===== src/rtl/id_stage_fwd_pkg.sv =====
// Shared decode constants and instruction-class predicates for the ID stage
// of the 16-bit pipelined CPU.
package id_stage_fwd_pkg;

  localparam logic [4:0] OP_NOP   = 5'b00000;
  localparam logic [4:0] OP_HALT  = 5'b00001;
  localparam logic [4:0] OP_LOAD  = 5'b00010;
  localparam logic [4:0] OP_STORE = 5'b00011;
  localparam logic [4:0] OP_SLL   = 5'b00100;
  localparam logic [4:0] OP_SLA   = 5'b00101;
  localparam logic [4:0] OP_SRL   = 5'b00110;
  localparam logic [4:0] OP_SRA   = 5'b00111;
  localparam logic [4:0] OP_ADD   = 5'b01000;
  localparam logic [4:0] OP_ADDI  = 5'b01001;
  localparam logic [4:0] OP_SUB   = 5'b01010;
  localparam logic [4:0] OP_SUBI  = 5'b01011;
  localparam logic [4:0] OP_CMP   = 5'b01100;
  localparam logic [4:0] OP_AND   = 5'b01101;
  localparam logic [4:0] OP_OR    = 5'b01110;
  localparam logic [4:0] OP_XOR   = 5'b01111;
  localparam logic [4:0] OP_LDIH  = 5'b10000;
  localparam logic [4:0] OP_ADDC  = 5'b10001;
  localparam logic [4:0] OP_SUBC  = 5'b10010;
  localparam logic [4:0] OP_JUMP  = 5'b11000;
  localparam logic [4:0] OP_JMPR  = 5'b11001;
  localparam logic [4:0] OP_BZ    = 5'b11010;
  localparam logic [4:0] OP_BNZ   = 5'b11011;
  localparam logic [4:0] OP_BN    = 5'b11100;
  localparam logic [4:0] OP_BNN   = 5'b11101;
  localparam logic [4:0] OP_BC    = 5'b11110;
  localparam logic [4:0] OP_BNC   = 5'b11111;

  localparam logic [15:0] NOP_IR = 16'h0000;
  localparam logic        EXEC   = 1'b1;

  typedef enum logic [1:0] {
    FWD_RF,
    FWD_EX,
    FWD_MEM
  } fwd_sel_e;

  function automatic logic is_branch(input logic [4:0] op);
    return op inside {OP_BZ, OP_BNZ, OP_BN, OP_BNN, OP_BC, OP_BNC};
  endfunction

  function automatic logic is_shift(input logic [4:0] op);
    return op inside {OP_SLL, OP_SLA, OP_SRL, OP_SRA};
  endfunction

  function automatic logic uses_ra_hi(input logic [4:0] op);
    return is_branch(op) || (op inside {OP_JMPR, OP_ADDI, OP_SUBI, OP_LDIH});
  endfunction

  function automatic logic uses_rb(input logic [4:0] op);
    return op inside {OP_ADD, OP_ADDC, OP_SUB, OP_SUBC, OP_CMP, OP_AND, OP_OR, OP_XOR};
  endfunction

  function automatic logic uses_ra_lo(input logic [4:0] op);
    return (op inside {OP_LOAD, OP_STORE}) || is_shift(op) || uses_rb(op);
  endfunction

  function automatic logic is_store(input logic [4:0] op);
    return op == OP_STORE;
  endfunction

  function automatic logic imm4(input logic [4:0] op);
    return (op inside {OP_LOAD, OP_STORE}) || is_shift(op);
  endfunction

  function automatic logic imm8(input logic [4:0] op);
    return is_branch(op) || (op inside {OP_JUMP, OP_JMPR, OP_ADDI, OP_SUBI});
  endfunction

  function automatic logic immhi(input logic [4:0] op);
    return op == OP_LDIH;
  endfunction

endpackage


===== src/rtl/id_stage_fwd_hazard.sv =====
// id_hazard: source usage, address match, stall and forward selects for the
// A, B and store operands. ID_FORWARD_EN enables EX/MEM forwarding.
module id_hazard
  import id_stage_fwd_pkg::*;
#(
  parameter int RA_W = 3
) (
  input  logic [4:0]      i_op,
  input  logic [RA_W-1:0] i_ra_hi,
  input  logic [RA_W-1:0] i_ra_lo,
  input  logic [RA_W-1:0] i_rb,
  input  logic            i_ex_wr_en,
  input  logic            i_ex_is_load,
  input  logic [2:0]      i_ex_wr_addr,
  input  logic            i_mem_wr_en,
  input  logic [2:0]      i_mem_wr_addr,
  output logic            o_stall,
  output fwd_sel_e        o_sel_a,
  output fwd_sel_e        o_sel_b,
  output fwd_sel_e        o_sel_s
);

  // Index 0: A operand, 1: B operand, 2: store data.
  logic [RA_W-1:0] w_src [3];
  logic [2:0]      w_used;
  logic [2:0]      w_ex_load_hit;
  logic [2:0]      w_ex_alu_hit;
  logic [2:0]      w_mem_hit;

  always_comb begin
    w_src[0] = uses_ra_hi(i_op) ? i_ra_hi : i_ra_lo;
    w_src[1] = i_rb;
    w_src[2] = i_ra_hi;
    w_used   = {is_store(i_op), uses_rb(i_op), uses_ra_hi(i_op) | uses_ra_lo(i_op)};
    for (int k = 0; k < 3; k++) begin
      w_ex_load_hit[k] = w_used[k] && i_ex_wr_en && i_ex_is_load
                         && (i_ex_wr_addr[RA_W-1:0] == w_src[k]);
      w_ex_alu_hit[k]  = w_used[k] && i_ex_wr_en && !i_ex_is_load
                         && (i_ex_wr_addr[RA_W-1:0] == w_src[k]);
      w_mem_hit[k]     = w_used[k] && i_mem_wr_en
                         && (i_mem_wr_addr[RA_W-1:0] == w_src[k]);
    end
  end

`ifdef ID_FORWARD_EN
  function automatic fwd_sel_e pick(input logic ex_hit, input logic mem_hit);
    if (ex_hit)       return FWD_EX;
    else if (mem_hit) return FWD_MEM;
    else              return FWD_RF;
  endfunction

  // A load result only exists after MEM, so only load-use needs a bubble.
  assign o_stall = |w_ex_load_hit;
  assign o_sel_a = pick(w_ex_alu_hit[0], w_mem_hit[0]);
  assign o_sel_b = pick(w_ex_alu_hit[1], w_mem_hit[1]);
  assign o_sel_s = pick(w_ex_alu_hit[2], w_mem_hit[2]);
`else
  // Without bypass every in-flight writer must retire to the register file.
  assign o_stall = |{w_ex_load_hit, w_ex_alu_hit, w_mem_hit};
  assign o_sel_a = FWD_RF;
  assign o_sel_b = FWD_RF;
  assign o_sel_s = FWD_RF;
`endif

endmodule


===== src/rtl/id_stage_fwd.sv =====
// Decode/operand-fetch stage: handshake, flush, load-use bubbles and operand
// latching into EX. Define ID_FORWARD_EN to add EX/MEM result forwarding.
module id_stage_fwd
  import id_stage_fwd_pkg::*;
#(
  parameter int DATA_W = 16,
  parameter int NREG   = 8
) (
  input  logic                   clock,
  input  logic                   reset,
  input  logic                   state,
  input  logic                   flush,
  input  logic                   id_valid,
  input  logic [15:0]            id_ir,
  output logic                   id_ready,
  input  logic [DATA_W*NREG-1:0] gr_flat,
  input  logic                   ex_wr_en,
  input  logic                   ex_is_load,
  input  logic [2:0]             ex_wr_addr,
  input  logic [DATA_W-1:0]      ex_result,
  input  logic                   mem_wr_en,
  input  logic [2:0]             mem_wr_addr,
  input  logic [DATA_W-1:0]      mem_result,
  output logic                   ex_valid,
  output logic [15:0]            ex_ir,
  output logic [DATA_W-1:0]      reg_A,
  output logic [DATA_W-1:0]      reg_B,
  output logic [DATA_W-1:0]      smdr
);

  localparam int RA_W = $clog2(NREG);

  logic [4:0]        w_op;
  logic [RA_W-1:0]   w_ra_hi;
  logic [RA_W-1:0]   w_ra_lo;
  logic [RA_W-1:0]   w_rb;
  logic [RA_W-1:0]   w_src_a;
  logic [DATA_W-1:0] w_gr [NREG];
  logic              w_stall;
  logic              w_issue;
  fwd_sel_e          w_sel_a;
  fwd_sel_e          w_sel_b;
  fwd_sel_e          w_sel_s;
  logic [DATA_W-1:0] w_op_a;
  logic [DATA_W-1:0] w_op_b;
  logic [DATA_W-1:0] w_op_s;
  logic [DATA_W-1:0] w_b_nxt;

  logic              r_ex_valid;
  logic [15:0]       r_ex_ir;
  logic [DATA_W-1:0] r_reg_a;
  logic [DATA_W-1:0] r_reg_b;
  logic [DATA_W-1:0] r_smdr;

  assign w_op    = id_ir[15:11];
  assign w_ra_hi = id_ir[8 +: RA_W];
  assign w_ra_lo = id_ir[4 +: RA_W];
  assign w_rb    = id_ir[0 +: RA_W];
  assign w_src_a = uses_ra_hi(w_op) ? w_ra_hi : w_ra_lo;

  always_comb begin
    for (int i = 0; i < NREG; i++) w_gr[i] = gr_flat[i*DATA_W +: DATA_W];
  end

  id_hazard #(.RA_W(RA_W)) u_hazard (
    .i_op          (w_op),
    .i_ra_hi       (w_ra_hi),
    .i_ra_lo       (w_ra_lo),
    .i_rb          (w_rb),
    .i_ex_wr_en    (ex_wr_en),
    .i_ex_is_load  (ex_is_load),
    .i_ex_wr_addr  (ex_wr_addr),
    .i_mem_wr_en   (mem_wr_en),
    .i_mem_wr_addr (mem_wr_addr),
    .o_stall       (w_stall),
    .o_sel_a       (w_sel_a),
    .o_sel_b       (w_sel_b),
    .o_sel_s       (w_sel_s)
  );

  function automatic logic [DATA_W-1:0] fwd_mux(input fwd_sel_e sel,
                                                input logic [DATA_W-1:0] rf,
                                                input logic [DATA_W-1:0] ex,
                                                input logic [DATA_W-1:0] mem);
    case (sel)
      FWD_EX:  return ex;
      FWD_MEM: return mem;
      default: return rf;
    endcase
  endfunction

  assign w_op_a = fwd_mux(w_sel_a, w_gr[w_src_a], ex_result, mem_result);
  assign w_op_b = fwd_mux(w_sel_b, w_gr[w_rb],    ex_result, mem_result);
  assign w_op_s = fwd_mux(w_sel_s, w_gr[w_ra_hi], ex_result, mem_result);

  // NOTE: hold value is the default assignment, so no path leaves w_b_nxt unassigned (no latch).
  always_comb begin
    w_b_nxt = r_reg_b;
    if (imm4(w_op))       w_b_nxt = DATA_W'(id_ir[3:0]);
    else if (immhi(w_op)) w_b_nxt = DATA_W'({id_ir[7:0], 8'h00});
    else if (imm8(w_op))  w_b_nxt = DATA_W'(id_ir[7:0]);
    else if (uses_rb(w_op)) w_b_nxt = w_op_b;
  end

  // Ready ignores id_valid so the upstream handshake has no combinational loop.
  assign id_ready = (state == EXEC) && !w_stall && !flush;
  assign w_issue  = id_ready && id_valid;

  // NOTE: sequential state uses non-blocking assignments so every register samples pre-edge values.
  always_ff @(posedge clock or negedge reset) begin
    if (!reset) begin
      r_ex_valid <= 1'b0;
      r_ex_ir    <= NOP_IR;
      r_reg_a    <= '0;
      r_reg_b    <= '0;
      r_smdr     <= '0;
    end else if (state == EXEC) begin
      if (w_issue) begin
        r_ex_valid <= 1'b1;
        r_ex_ir    <= id_ir;
        r_reg_b    <= w_b_nxt;
        if (uses_ra_hi(w_op) || uses_ra_lo(w_op)) r_reg_a <= w_op_a;
        if (is_store(w_op))                       r_smdr  <= w_op_s;
      end else begin
        // Flush, stall and empty ID all insert a bubble; operands hold.
        r_ex_valid <= 1'b0;
        r_ex_ir    <= NOP_IR;
      end
    end
  end

  assign ex_valid = r_ex_valid;
  assign ex_ir    = r_ex_ir;
  assign reg_A    = r_reg_a;
  assign reg_B    = r_reg_b;
  assign smdr     = r_smdr;

endmodule


===== config.mk =====
export PLATFORM = sky130hd
export DESIGN_NAME = id_stage_fwd
export DESIGN_NICKNAME = d
export VERILOG_FILES = /design/src/rtl/id_stage_fwd_pkg.sv /design/src/rtl/id_stage_fwd_hazard.sv /design/src/rtl/id_stage_fwd.sv
export SDC_FILE = /design/constraint.sdc
export NUM_CORES = 1
export LEC_CHECK = 0
export CORE_ASPECT_RATIO = 1.1
export CORE_UTILIZATION = 43
export DETAILED_ROUTE_END_ITERATION = 6
export GPL_TIMING_DRIVEN = 0
export PLACE_DENSITY = 0.92
export SYNTH_ARGS = -nofsm -noshare
export SYNTH_HDL_FRONTEND = slang
export SYNTH_HIERARCHICAL = 1
export SYNTH_SLANG_ARGS = --single-unit

===== constraint.sdc =====
create_clock -name clock -period 2.04 [get_ports clock]
set_input_delay 0.204 -clock clock [delete_from_list [all_inputs] [get_ports clock]]
set_output_delay 0.204 -clock clock [all_outputs]
set_load 0.005 [all_outputs]

After elaboration in Yosys (flattened, before gate mapping)
Cells that the tools add are included.
{"block": "word_totals", "input_bits": 190, "elab_cells": 102, "out_inout_bits": 66, "register_bits": 65}
{"block": "classes", "n_bitwise": 4, "eq_ne": 31, "n_lt_le_gt_ge": 3, "n_mux": 16, "n_reduce_logical": 43}
{"operator": "$mux W16", "n": 11}
{"operator": "$bmux W16 S3", "n": 3}
{"operator": "$eq A5 B5 Y1 const B", "n": 11}
{"operator": "$eq A5 B4 Y1 const B", "n": 8}
{"operator": "$logic_and A1 B1 Y1", "n": 24}
{"operator": "$eq A5 B3 Y1 const B", "n": 4}
{"operator": "$eq A3 B3 Y1", "n": 6}
{"operator": "$reduce_bool A4 Y1", "n": 4}
{"operator": "$ge A4 B4 Y1 const B", "n": 3}
{"operator": "$not A3 Y4", "n": 3}
{"operator": "$eq A5 B2 Y1 const B", "n": 2}
{"operator": "$reduce_and A3 Y1", "n": 3}
{"operator": "$reduce_or A9 Y1", "n": 1}
{"operator": "$reduce_bool A8 Y1", "n": 1}
{"operator": "$reduce_bool A6 Y1", "n": 1}
{"operator": "$logic_or A1 B1 Y1", "n": 5}
{"operator": "$logic_not A1 Y1", "n": 3}
{"operator": "$mux W3", "n": 1}
{"operator": "$reduce_bool A2 Y1", "n": 1}
{"operator": "$mux W1", "n": 1}
{"operator": "$or A1 B1 Y1", "n": 1}

Logic depth before layout (Yosys ltp)
{"block": "depth", "word_depth": 14, "ltp_mapped": 13, "depth_no_buf": 12}

Cells and area by module
The synthesis kept the hierarchy.
{"module": "id_stage_fwd", "cells_per_inst": 727, "instances": 1, "seq_area_each_um2": 1626.6, "area_per_inst_um2": 7029.2}
{"module": "id_hazard", "cells_per_inst": 57, "instances": 1, "seq_area_each_um2": 0.0, "area_per_inst_um2": 421.7}

Least setup slack after synthesis
No wires, ideal clock.
{"block": "synth_timing", "kind": "input -> register", "startpoint": "input port id_ir[11]", "endpoint": "register r_reg_b[2] (netlist: reg_B[2])", "required_ps": 1930, "setup_time_ps": 110, "path_slack_ps": -1110, "path_stages": 12, "path_buffers": 2, "arrival_time_ps": 3040, "cell_sequence": "or4b_1 -> o211ai_2 -> mux2i_1 -> xnor2_1 -> or4_1 -> nand3_1 -> and4bb_2 -> clkbuf_1 -> o31ai_1 -> clkbuf_1 -> nand2_1 -> o41ai_1"}
{"block": "synth_between", "elab_chain_len": 14, "elab_cells_between_ends": 70, "cone_classes": "eq/ne (27); mux (4); bitwise (1); reduce/logical (38)"}
{"element": "from (decl)", "line_no": "id_stage_fwd.sv:14", "text": "input logic [15:0] id_ir,"}
{"element": "parallel branches: the longest is 8 deep, another holds $reduce_bool A6 Y1"}
{"element": "$reduce_or A9 Y1 *", "line_no": "id_stage_fwd_hazard.sv:59", "text": "assign o_stall = |{w_ex_load_hit, w_ex_alu_hit, w_mem_hit};"}
{"element": "net w_stall", "line_no": "id_stage_fwd.sv:39", "text": "logic w_stall;"}
{"element": "$logic_not A1 Y1 *", "line_no": "id_stage_fwd.sv:106", "text": "assign id_ready = (state == EXEC) && !w_stall && !flush;"}
{"element": "$logic_and A1 B1 Y1 * (2 in series)", "line_no": "id_stage_fwd.sv:106"}
{"element": "$logic_and A1 B1 Y1 *", "line_no": "id_stage_fwd.sv:107", "text": "assign w_issue = id_ready && id_valid;"}
{"element": "$reduce_and A3 Y1 (no line) *"}
{"element": "to (signal assigned)", "line_no": "id_stage_fwd.sv:121", "text": "r_reg_b <= w_b_nxt;"}
{"element": "to (decl)", "line_no": "id_stage_fwd.sv:52", "text": "logic [DATA_W-1:0] r_reg_b;"}
Mark *: on every way through the listed nets, which the timed path passes.
A chain may end at the register's enable or synchronous reset.

Worst setup path in the final report
{"block": "layout_timing", "startpoint": "input port id_ir[12]", "endpoint": "register r_reg_a[10] (netlist: reg_A[10])"}
{"block": "layout_between", "elab_chain_len": 14, "elab_cells_between_ends": 68, "cone_classes": "eq/ne (26); mux (4); bitwise (2); reduce/logical (36)"}
{"element": "parallel branches: the longest is 8 deep, another holds $reduce_bool A6 Y1"}
{"element": "$reduce_or A9 Y1 *", "line_no": "id_stage_fwd_hazard.sv:59"}
{"element": "net w_stall", "line_no": "id_stage_fwd.sv:39"}
{"element": "$logic_not A1 Y1 *", "line_no": "id_stage_fwd.sv:106"}
{"element": "$logic_and A1 B1 Y1 * (2 in series)", "line_no": "id_stage_fwd.sv:106"}
{"element": "$logic_and A1 B1 Y1 *", "line_no": "id_stage_fwd.sv:107"}
{"element": "$reduce_and A3 Y1 (no line) *"}
{"element": "to (signal assigned)", "line_no": "id_stage_fwd.sv:122", "text": "if (uses_ra_hi(w_op) || uses_ra_lo(w_op)) r_reg_a <= w_op_a;"}
{"element": "to (decl)", "line_no": "id_stage_fwd.sv:51", "text": "logic [DATA_W-1:0] r_reg_a;"}
Mark *: on every way through the listed nets, which the timed path passes. The select of a mux whose other input is x is not followed.

==> impl_results.md <==
* Routed vias at 9,172
* Top Metal Used: met4
* Unique masters post-synth at 59
* DRT iter0 DRCs at 1,397
* Largest net degree at the start of global routing at 66
* Yosys Warn Count at 6
* Hold Vio Cnt, Final at 29
* DIE AREA at 17,900 um2
* Final period util at 154%
* Slew @ Worst Pin at 1.19 ns
* WP buf/inv at 2
* FF-to-FF path depth at 2
* Setup ws final at -1.10 ns
* CP max-delay cell: or4b_4
* Crit path to: reg_A[10]
* DP Cell Count at 1,277
* CP Capture Type: register
* Min Tclk post-route at 3.14 ns
* CP max FO at 10
* Seq/Total Area, Yosys at 21.8%
* Critical path class: input port to register
* Pwr dens at 577 nW/um2
* R2R Path Start: reg_A[10]
* Clk_skew at 0 ns
* # IOs at 256
* R2R setup slack at 1.13 ns
* Root buffer cell: clkbuf_16
* Leading post-synthesis cells by cell area: dfrtp_1, mux4_2, mux2i_1
* Main flop type after synthesis: dfrtp_1
* Syn-to-layout area delta at 54.0%
* Fill count at between 1,000 and 1,500
* Max clock buf depth at 2
* Critical path, cell by cell: buf_12, or4b_4, o211ai_4, mux2i_2, xnor2_1, or4_4, nand3_4, and4bb_2, o21ai_2, a21oi_4, clkbuf_4, o21ai_0, o21ai_2
* Routability cong. at approximately 1
* Final WL at 35.8 mm
* Leakage at 4.48 nW
* Most frequent cell after synthesis: mux2i_1
* Clk_lat worst skew at 0.34 ns
* Setup violations, final at 66
* Normalized max-slew margin at between 20% and 30%
* Top cells by count, synth: mux2i_1, dfrtp_1, o21ai_0
* NumNets Final at about 1,300
* Cell Count, Final, Fillers Out at 1,316
* Req. time, crit path at 2.26 ns
* Slew Limit Fails at 0
* Detailed Place HPWL at 26.2 mm
* Area of the multi-input gates at 5820 um2
* Max-cap violations at 0
* Wl on met1 at 12.6 mm
* Core area at approximately 17,000 um2
* Syn Area/Cell at 9.50 um2
* Vias in the first global route at 8,798
* # hold bufs at CTS at 0
* Site Rows at 50
* Post-synth top area cell: dfrtp_1
* Metal3 WL at between 4 and 5 mm
* Number of synthesized flops with an enable pin at 0
* CP Launch Point: id_ir[12]
* # diodes at 0
* Met2 wire length at ~16 mm
* Critical path startpoint category: input port
* Pre-CTS setup slack at -2.19 ns
* Initial antenna violation count at 0
* Worst path max stage delay at between 0.5 and 0.6 ns
* WP data arrival at 3.36 ns
* Worst VDD drop at 0.462 mV
* Clk sink count at between 60 and 70
* First-pass GRT wire length at 51.7 mm
* RR Endpoint: reg_A[10]
* Failing checks: design-rule violations, negative hold slack, negative setup slack
* H-tree depth at 3
* Yosys top cell area share at between 20% and 30%
* Clk slew on worst S/H paths at 0.08 ns
* Avg WL per Cell at approximately 27 um
* Mapped cell area at 7450 um2
* Worst path most repeated cell: o21ai_2
* Total grt overflow at 0
* CTS Buf Count at 9
* Post-synthesis cell count at 784
* Routed Antenna Nets at 0
* Post-route DRC at 10
* Total GRT Usage at 39.0%
* Post-synth ARST share at 100%
* Storage cell area at 1630 um2
* CTS tree: built
* Layout cell share with drive strength beyond 1 at around a fifth
* Hold Slack at -0.0256 ns
* DIE WIDTH at 128 um
* RSZ-0062 raised after global routing: yes
* Crit. path cell count at 13
* Max Freq at around 320 MHz
* Die H at 140 um
* Port Buffers at 254
* Largest delay share family, worst path: simple AND/OR/NAND/NOR gates
* First-pass iteration count of the detailed router at 7
* Initial Utilization at 43.8%
* Yosys reg bits at 65
* Vias per cell at 6.97
* Status: complete, but fails checks
* Hold crit path type: input port to async pin
-- flip-flops by register name, summed over array words and instances (netlist names) --
register  cells
ex_ir        16
ex_valid      1
reg_A        16
reg_B        16
smdr         16
-- layout make-up --
class                      count  area share, %
multi-input combinational    622           50.7
timing repair buffer         278           24.4
sequential                    65           14.2
buffer                        89           4.82
tap                          234           2.55
clock buffer                   9           1.96
clock inverter                 7           1.04
inverter                      12          0.392
-- metal layers --
metal  track usage [%]  up-vias
met3              10.2      194
met4              21.6        0
met2              62.9      894
met1              47.3     4341
li1                  -     3743
met5                 0        -
-- layout by cell type, fill, tap and decap left out, types with 6 or more instances in the layout --
master / count
a2111oi_0: 10
a211oi_1: 8
a211oi_4: 13
a21o_1: 18
a21oi_1: 36
a221oi_1: 31
a22o_1: 16
a22oi_1: 18
a31oi_1: 19
a32o_1: 16
buf_2: 23
buf_4: 25
buf_6: 15
clkbuf_1: 38
clkbuf_16: 13
clkdlybuf4s50_1: 247
conb_1: 6
dfrtp_1: 65
ha_1: 6
inv_1: 11
mux2i_1: 104
mux4_2: 49
nand2_1: 20
nand2_2: 10
nor2_1: 21
nor2b_1: 13
o211ai_1: 16
o21a_1: 16
o21ai_0: 37
o21ai_1: 33
o21ai_2: 14
o311ai_1: 8
xnor2_1: 16
-- stage by stage --
step / power (W) / TNS [ns] / cell area, um2 / utilization [%]
floorplan: 0.00296 / -53.34 / 7640 / -
global placement: 0.00435 / -212.42 / 10500 / 61.5
detailed placement: 0.00441 / -121.69 / 10500 / 61.5
CTS: 0.00640 / -53.27 / 11300 / 66.5
global route: 0.00681 / -63.33 / 11500 / 67.4
finish: 0.00663 / -59.99 / 11500 / 67.4
-- worst reg2reg max path: stages, from the launching register on --
cell	delay, ns
dfrtp_1	0.39
o21ai_0	0.28
o21ai_2	0.12
-- what timing repair did --
| item | CTS | global route |
|---|---|---|
| gates resized for setup | 100 | 46 |
| pin swaps | 23 | 11 |
| buffers inserted | 14 | 6 |
| endpoints found under the setup margin | 66 | 66 |
| gates cloned | 4 | 0 |
-- cell families (layout without fill, tap and decap cells) --
family	after synthesis	count (layout)	share of synthesized area, %
adders and majority gates	6	6	1.01
buffers and inverters	102	395	6.62
DFF	65	65	21.8
xor gates and xnor gates	18	18	2.12
and+or+nand+nor	99	99	6.83
AOI/OAI and AO/OA	332	332	31.2
other	1	6	0.0503
muxes	161	161	30.3
-- where the power goes --
part / internal (W) / switching [W] / total (W)
logic: 0.00154 / 0.00151 / 0.00305
clock network: 0.00120 / 0.000690 / 0.00189
registers: 0.00153 / 0.000169 / 0.00169
total: 0.00426 / 0.00237 / 0.00663
-- how the worst min path moves through the flow --
stage	from	to	slack (ns)	cells past startpoint
3_3_place_gp	smdr[7]	smdr[7]	0.46	1
6_report	reset	reg_A[13]	-0.03	1
3_5_place_dp	reset	smdr[5]	0.38	1
2_1_floorplan	reset	ex_ir[0]	-0.09	0
5_1_grt	reset	reg_A[15]	0.05	1
4_1_cts	reset	reg_A[15]	0.01	1
(Power assumes the default switching activity.)
